### config.mk
export PLATFORM = sky130hd
export DESIGN_NAME = calc_sequencer
export DESIGN_NICKNAME = d
export VERILOG_FILES = /design/src/rtl/calc_pkg.sv /design/src/rtl/key_conditioner.sv /design/src/rtl/calc_sequencer.sv
export SDC_FILE = /design/constraint.sdc
export NUM_CORES = 1
export LEC_CHECK = 0
export BUFFER_PORTS_ARGS = -buffer_cell sky130_fd_sc_hd__buf_2
export CAP_MARGIN = 20
export CORE_MARGIN = 2
export CORE_UTILIZATION = 49
export DETAILED_ROUTE_END_ITERATION = 10
export PLACE_DENSITY_LB_ADDON = 0.3
export SKIP_CTS_REPAIR_TIMING = 1
export SYNTH_ARGS = -nofsm -noshare
export SYNTH_HDL_FRONTEND = slang
export SYNTH_HIERARCHICAL = 1
export SYNTH_SLANG_ARGS = --single-unit
### constraint.sdc
create_clock -name CLOCK_50 -period 1.8 [get_ports CLOCK_50]
set_clock_uncertainty 0.2 [all_clocks]
set_input_delay 0.18 -clock CLOCK_50 [delete_from_list [all_inputs] [get_ports CLOCK_50]]
set_output_delay 0.18 -clock CLOCK_50 [all_outputs]
set_load 0.01 [all_outputs]
### src/rtl/calc_pkg.sv
// calc_pkg: shared definitions for the calculator front-end sequencer,
// the calculator itself and any behavioural model of the pair.
// Sequencer state encoding, phase codes seen by the display and op codes.
package calc_pkg;

    // Sequencer states.
    typedef enum logic [2:0] {
        ST_WAIT_A = 3'd0,
        ST_WAIT_B = 3'd1,
        ST_EXEC   = 3'd2,
        ST_RESULT = 3'd3,
        ST_ERROR  = 3'd4
    } state_t;

    // Phase codes driven to the display decoders.
    localparam logic [1:0] PH_WAIT_A = 2'd0;
    localparam logic [1:0] PH_WAIT_B = 2'd1;
    localparam logic [1:0] PH_RESULT = 2'd2;
    localparam logic [1:0] PH_ERROR  = 2'd3;

    // Op codes understood by the calculator (passed through untouched).
    localparam int unsigned CALC_OPW = 3;
    localparam logic [CALC_OPW-1:0] OP_ADD = 3'd0;
    localparam logic [CALC_OPW-1:0] OP_SUB = 3'd1;
    localparam logic [CALC_OPW-1:0] OP_AND = 3'd2;
    localparam logic [CALC_OPW-1:0] OP_OR  = 3'd3;
    localparam logic [CALC_OPW-1:0] OP_XOR = 3'd4;

endpackage

### src/rtl/key_conditioner.sv
// key_conditioner: turns a raw active-low push-button into a one-cycle
// press pulse. Two-flop synchronizer, then either a plain falling-edge
// detector or, with CALC_DEBOUNCE_EN defined, a stable-level debouncer
// that accepts a level change only after DEBOUNCE_CYCLES agreeing samples.
module key_conditioner #(
    parameter int unsigned DEBOUNCE_CYCLES = 500000
) (
    input  logic clk,
    input  logic reset,
    input  logic key_n,
    output logic pulse
);

    logic sync_1;
    logic sync_2;

    // Synchronize the asynchronous key into the clock domain.
    always_ff @(posedge clk) begin
        // NOTE: synchronizer flops reset to the released (high) level so
        // leaving reset never looks like a key press.
        if (reset) begin
            sync_1 <= 1'b1;
            sync_2 <= 1'b1;
        end else begin
            sync_1 <= key_n;
            sync_2 <= sync_1;
        end
    end

`ifdef CALC_DEBOUNCE_EN
    localparam int unsigned CNT_W = $clog2(DEBOUNCE_CYCLES + 1);

    logic [CNT_W-1:0] count;
    logic             level;

    // Accept a new level after DEBOUNCE_CYCLES consecutive disagreeing samples;
    // pulse once when the accepted level goes low.
    always_ff @(posedge clk) begin
        if (reset) begin
            count <= '0;
            level <= 1'b1;
            pulse <= 1'b0;
        end else begin
            pulse <= 1'b0;
            if (sync_2 == level) begin
                count <= '0;
            end else if (count == CNT_W'(DEBOUNCE_CYCLES - 1)) begin
                count <= '0;
                level <= sync_2;
                pulse <= ~sync_2;
            end else begin
                count <= count + 1'b1;
            end
        end
    end
`else
    logic sync_3;

    // Registered falling-edge detect on the synchronized level.
    always_ff @(posedge clk) begin
        if (reset) begin
            sync_3 <= 1'b1;
            pulse  <= 1'b0;
        end else begin
            sync_3 <= sync_2;
            pulse  <= sync_3 & ~sync_2;
        end
    end
`endif

endmodule

### src/rtl/calc_sequencer.sv
// calc_sequencer: operand-entry / execute / result controller in front of
// the 4-bit combinational calculator. ENTER loads A, then B and op, then
// runs one EXEC cycle capturing R into acc; further ENTERs chain on acc.
// Overflow parks in ERROR until CLEAR. CLEAR always wins, in every state.
// Optional key debounce is enabled by defining CALC_DEBOUNCE_EN.
module calc_sequencer
    import calc_pkg::*;
#(
    parameter int unsigned W               = 4,
    parameter int unsigned OPW             = 3,
    parameter int unsigned DEBOUNCE_CYCLES = 500000
) (
    input  logic           CLOCK_50,
    input  logic           reset,
    input  logic           enter_n,
    input  logic           clear_n,
    input  logic [OPW-1:0] op,
    input  logic [W-1:0]   operand,
    output logic [W-1:0]   calc_a,
    output logic [W-1:0]   calc_b,
    output logic [OPW-1:0] calc_op,
    input  logic [W-1:0]   calc_r,
    input  logic           calc_ovf,
    output logic [W-1:0]   acc,
    output logic           err,
    output logic [1:0]     phase,
    output logic           busy
);

    logic   enter_p;
    logic   clear_p;
    state_t state;

    key_conditioner #(
        .DEBOUNCE_CYCLES(DEBOUNCE_CYCLES)
    ) u_enter_key (
        .clk   (CLOCK_50),
        .reset (reset),
        .key_n (enter_n),
        .pulse (enter_p)
    );

    key_conditioner #(
        .DEBOUNCE_CYCLES(DEBOUNCE_CYCLES)
    ) u_clear_key (
        .clk   (CLOCK_50),
        .reset (reset),
        .key_n (clear_n),
        .pulse (clear_p)
    );

    // Sequencer FSM with registered outputs; CLEAR behaves like reset.
    // During EXEC the phase reads WAIT_B: operands are in, result pending.
    always_ff @(posedge CLOCK_50) begin
        // NOTE: all state here uses non-blocking assignments so every
        // register sees pre-edge values, independent of statement order.
        if (reset || clear_p) begin
            state   <= ST_WAIT_A;
            calc_a  <= '0;
            calc_b  <= '0;
            calc_op <= '0;
            acc     <= '0;
            err     <= 1'b0;
            phase   <= PH_WAIT_A;
            busy    <= 1'b0;
        end else begin
            busy <= 1'b0;
            case (state)
                ST_WAIT_A: begin
                    if (enter_p) begin
                        calc_a <= operand;
                        state  <= ST_WAIT_B;
                        phase  <= PH_WAIT_B;
                    end
                end
                ST_WAIT_B: begin
                    if (enter_p) begin
                        calc_b  <= operand;
                        calc_op <= op;
                        state   <= ST_EXEC;
                        busy    <= 1'b1;
                    end
                end
                ST_EXEC: begin
                    acc <= calc_r;
                    if (calc_ovf) begin
                        err   <= 1'b1;
                        state <= ST_ERROR;
                        phase <= PH_ERROR;
                    end else begin
                        state <= ST_RESULT;
                        phase <= PH_RESULT;
                    end
                end
                ST_RESULT: begin
                    if (enter_p) begin
                        calc_a  <= acc;
                        calc_b  <= operand;
                        calc_op <= op;
                        state   <= ST_EXEC;
                        phase   <= PH_WAIT_B;
                        busy    <= 1'b1;
                    end
                end
                ST_ERROR: begin
                    // Only CLEAR leaves ERROR; ENTER is ignored here.
                end
                default: begin
                    state <= ST_WAIT_A;
                    phase <= PH_WAIT_A;
                end
            endcase
        end
    end

endmodule
Word level (Yosys, flattened, before mapping)
Index checks and enable logic that the tools add are counted.
- bits in registers: 30
- output and inout port bits: 19
- logic and storage cells: 54
- equality and inequality tests: 8
- mux-type cells: 11
- bitwise logic cells: 7
- reduce and logical (&&, ||, !) cells: 12
- operators by type and width (operator ; number):
    one-hot mux 3 bit (4 select lines) ; 1
    2-to-1 mux 3 bit ; 3
    2-to-1 mux 4 bit ; 2
    != test 2 x 1 -> 1 bit (second input constant) ; 4
    one-hot mux 4 bit (2 select lines) ; 1
    OR reduction 2 bit ; 4
    equality test 3 x 2 -> 1 bit (second input constant) ; 2
    one-hot mux 2 bit (3 select lines) ; 1
    AND reduction 2 bit ; 3
    AND reduction 3 bit ; 2
    NOT 1 bit ; 5
    equality test 3 x 1 -> 1 bit (second input constant) ; 1
    equality test 3 bit (second input constant) ; 1
    logical NOT 3 bit ; 1
    AND 1 bit ; 2
    2-to-1 mux 1 bit ; 2
    2-to-1 mux 2 bit ; 1
    nonzero test 2 bit ; 1
    logical OR 1 bit ; 1

Longest topological paths before layout
- depth after elaboration: 4
- gate-level depth with buffers: 5

Hierarchy
Netlist, hierarchy kept.
- modules (own cells, without submodules) (module ; times used ; cells each ; area an instance (um^2) ; seq. area each (um^2)):
    calc_sequencer ; 1 ; 101 ; 940.9 ; 440.4
    key_conditioner ; 2 ; 8 ; 106.4 ; 80.1

Worst setup path before layout
No wires, ideal clock.
- path type: register to register
- start: register state[0]
- end: register acc[0]
- setup time: 128 ps
- arrival: 1015 ps
- setup slack: 458 ps
- stages on the path, launching flop included: 5
- buffers on the path: 1
- cell sequence: dfxtp_1 -> buf_6 -> nor3b_4 -> mux2i_1 -> nor2_1
- longest elaborated chain between the ends: 1
- RTL lines (item ; RTL line ; source):
    start: declaration ; calc_sequencer.sv:32 ; state_t state;
    start signal: assignment ; calc_sequencer.sv:58 ; state <= ST_WAIT_A;
    start signal: assignment ; calc_sequencer.sv:72 ; state <= ST_WAIT_B;
    start signal: assignment ; calc_sequencer.sv:80 ; state <= ST_EXEC;
    equality test 3 x 2 -> 1 bit ; calc_sequencer.sv:68 ; case (state)
    end signal: assignment ; calc_sequencer.sv:85 ; acc <= calc_r;
    end: declaration ; calc_sequencer.sv:24 ; output logic [W-1:0] acc,
Every way passes these cells.
A chain may end at the register's enable or synchronous reset.

Final worst setup path
- start: input port reset
- end: register u_enter_key.sync_1
- RTL lines (item ; RTL line ; source):
    start: declaration ; calc_sequencer.sv:14 ; input logic reset,
    end signal: assignment ; key_conditioner.sv:25 ; sync_1 <= key_n;
    end: declaration ; key_conditioner.sv:14 ; logic sync_1;
No word-level cell between the ends.

==> impl_metrics.py <==
metrics = {
    "logic_synthesis": {
        "avgSynthCellArea_sq_um": 9.86,
        "synth_seq_cells": 30,
        "synth_edf_count": 0,
        "synthArstFlopShare": 0,
        "syn_inst": 117,
        "synth_cell_type_count": 29,
        "yosysTopAreaCell": "dfxtp_1",
        "synthFlopType": "dfxtp_1",
        "syn_nets": 133,
        "synth.area.top_cells": "dfxtp_1 52%, mux2i_1 6.9%, a21oi_1 6.5%, a211oi_1 3.3%, or2_1 3.3%",
        "ys_warn_count": 6,
        "synthDominantCellAreaShare": 0.521,
        "yosysSeqAreaShare": 0.521,
        "synthTopCellsByCount": "30 x dfxtp_1, 15 x a21oi_1, 8 x mux2i_1",
        "synthesis.area_sq_mm": 0.00115,
        "synth.most_common_cell": "dfxtp_1",
    },
    "finish": {
        "diodes": 0,
        "finalNetCount": 186,
        "layout-drive-gt1-share": 0.265,
        "instances_no_fill": 198,
        "syn2layout_area_growth_pct": 33.3,
    },
    "worst_setup_path": {
        "rrSetupSlack_ps": 220,
        "cp.required_ps": 1820,
        "worstPathCellList": "dlygate4sd3_1 > buf_2 > or2_1 > dlygate4sd3_1",
        "r2r_start": "u_enter_key/pulse",
        "ff2ff_path_depth": 3,
        "critical_path.top_delay_family": "buffers and inverters",
        "arrival_ps": 1680,
        "cp_slowest_stage_delay_ps": 550,
        "critPathBufInv": 3,
        "path_max_fanout": 9,
        "crit_top_cell": "dlygate4sd3_1",
        "worstSetupEndpointType": "flop",
        "crit_type": "input port to flop",
        "rr_endpoint": "calc_a[2]",
        "critPathLaunchType": "input port",
        "slowest_stage": "dlygate4sd3_1",
    },
    "clock_tree": {
        "cts_made_buffers": 5,
        "ctsRootBufferMaster": "clkbuf_4",
        "cts_sinks": 30,
        "cts_tree": "done",
        "clkLatencyLatePin_ps": 330,
        "cts_max_path_buffers": 2,
        "htreeDepth": 2,
        "path_clk_slew_ps": 80,
    },
    "timing": {
        "finalSetupTns_ps": 0,
        "hold_viol_final": 0,
        "rsz0062_at_grt": "false",
        "finalWorstSetupSlack_ps": 135,
        "setup_viol": 0,
        "slew_viol_final": 0,
        "max_slew_margin": 0.678,
        "period_minus_slack_ps": 1660,
        "worstMarginPinSlew_ps": 480,
        "finalCritPeriodShare": 0.925,
        "fmax_mhz": 601,
    },
    "drt": {
        "drt-pass1-iter-count": 4,
        "wire_per_inst_microns": 12.8,
        "postRouteAntennaNets": 0,
        "wl_microns": 2540,
        "remaining_drc_errors": 0,
        "via_per_inst": 5.23,
        "vias": 1035,
        "drt_iter0_drc": 15,
    },
    "placement": {
        "dp_hpwl_microns": 1670,
        "place.gp.congestion": 0.795,
        "post-place-cells": 174,
        "place_ws_ps": 230,
        "portBuffers": 34,
    },
    "outcome": {
        "status": "finished, final reports clean",
    },
    "hold_path": {
        "worstHoldPathCells": 1,
        "hp-start": "u_enter_key/sync_2",
        "hold_path_class": "flop to flop",
        "holdPathEnd": "u_enter_key/pulse",
    },
    "global_route": {
        "grt_pass1_wl_microns": 3970,
        "overflow": 0,
        "antenna_found_initial": 0,
        "grt_max_degree": 22,
        "grt_usage": 0.204,
        "grt_pass1_vias": 877,
    },
    "power": {
        "p_leak_nw": 0.656,
        "p_total_w": 0.00113,
        "p_per_area_mw_per_mm2": 736,
        "ir_worst_vdd_mv": 0.584,
    },
    "floorplan": {
        "core_sq_mm": 0.00221,
        "initial_core_util": 0.521,
        "num_io_pins": 35,
        "rows": 17,
        "dieWidth_microns": 52.5,
        "dieHeight_microns": 52.5,
        "dieArea_sq_mm": 0.00276,
    },
    "job": {
        "maxCapViolCount": 0,
    },
}
==> kinds of logic after synthesis <==
logic type | Yosys count | synth area share
AND/OR/NAND/NOR | 40 | 0.195
flip-flops | 30 | 0.521
AO/OA/AOI/OAI | 28 | 0.153
buffers and inverters | 10 | 0.0542
multiplexers | 8 | 0.0694
XOR/XNOR | 1 | 0.00759
==> per-stage QoR <==
step                area, sq um  hold WS, ps  utilization
floorplan                  1150         55.8            -
global placement           1320          157        0.598
detailed placement         1320          165        0.598
CTS                        1370         -173        0.618
global route               1540          237        0.695
finish                     1540          216        0.695
==> area by class of cell <==
cell class	instances	area, sq um
fillers	185	674
flip-flops and latches	30	601
multi-input cells	77	490
repair buffers	53	355
clock buffers	7	45.0
well taps	28	35.0
inverters	3	11.3
==> where the power goes <==
part | internal, W | total (W) | leakage [nW] | switching [W]
clock network | 0.000147 | 0.000354 | 0.0254 | 0.000207
registers | 0.000675 | 0.000681 | 0.243 | 0.00000657
logic | 0.0000547 | 0.0000970 | 0.387 | 0.0000423
total | 0.000876 | 0.00113 | 0.656 | 0.000256
==> per-layer routing <==
metal  vias to the layer above  wire, microns  track usage
met1                       482           1070        0.254
li1                        515              -            -
met4                         0             36       0.0897
met3                         6            150       0.0914
met5                         -              0            0
met2                        32           1290        0.300
==> sequential cells by signal, summed over array words and instances (netlist names), 2 cells and up <==
signal   flops
calc_b       4
state        3
acc          4
calc_op      3
calc_a       4
phase        2
==> layout by cell type (no fill, tap or decap), types with 2 or more instances in the layout <==
master,Yosys,final
nor2b_1,3,3
a21oi_1,15,15
dlygate4sd3_1,0,17
a211oi_1,5,5
buf_2,2,34
nand3_1,7,7
nor3b_1,2,2
or2_1,6,6
buf_4,0,2
nand3b_1,2,2
inv_1,3,3
dfxtp_1,30,30
clkbuf_1,2,2
mux2i_1,8,8
nor2_1,7,7
o21ai_0,2,2
clkbuf_4,0,5
nand2_1,7,7
==> worst max-delay path by stage <==
stage,start,to,slack (ps),cells past startpoint
6_report,reset,u_enter_key/sync_1,140,4
3_3_place_gp,u_enter_key/pulse,calc_a[1],250,3
3_5_place_dp,state[1],acc[2],230,3
2_1_floorplan,state[0],acc[0],460,4
4_1_cts,state[1],acc[2],220,3
5_1_grt,state[2],calc_a[3],60,3
Note: power is estimated with default switching activity, not from simulation.
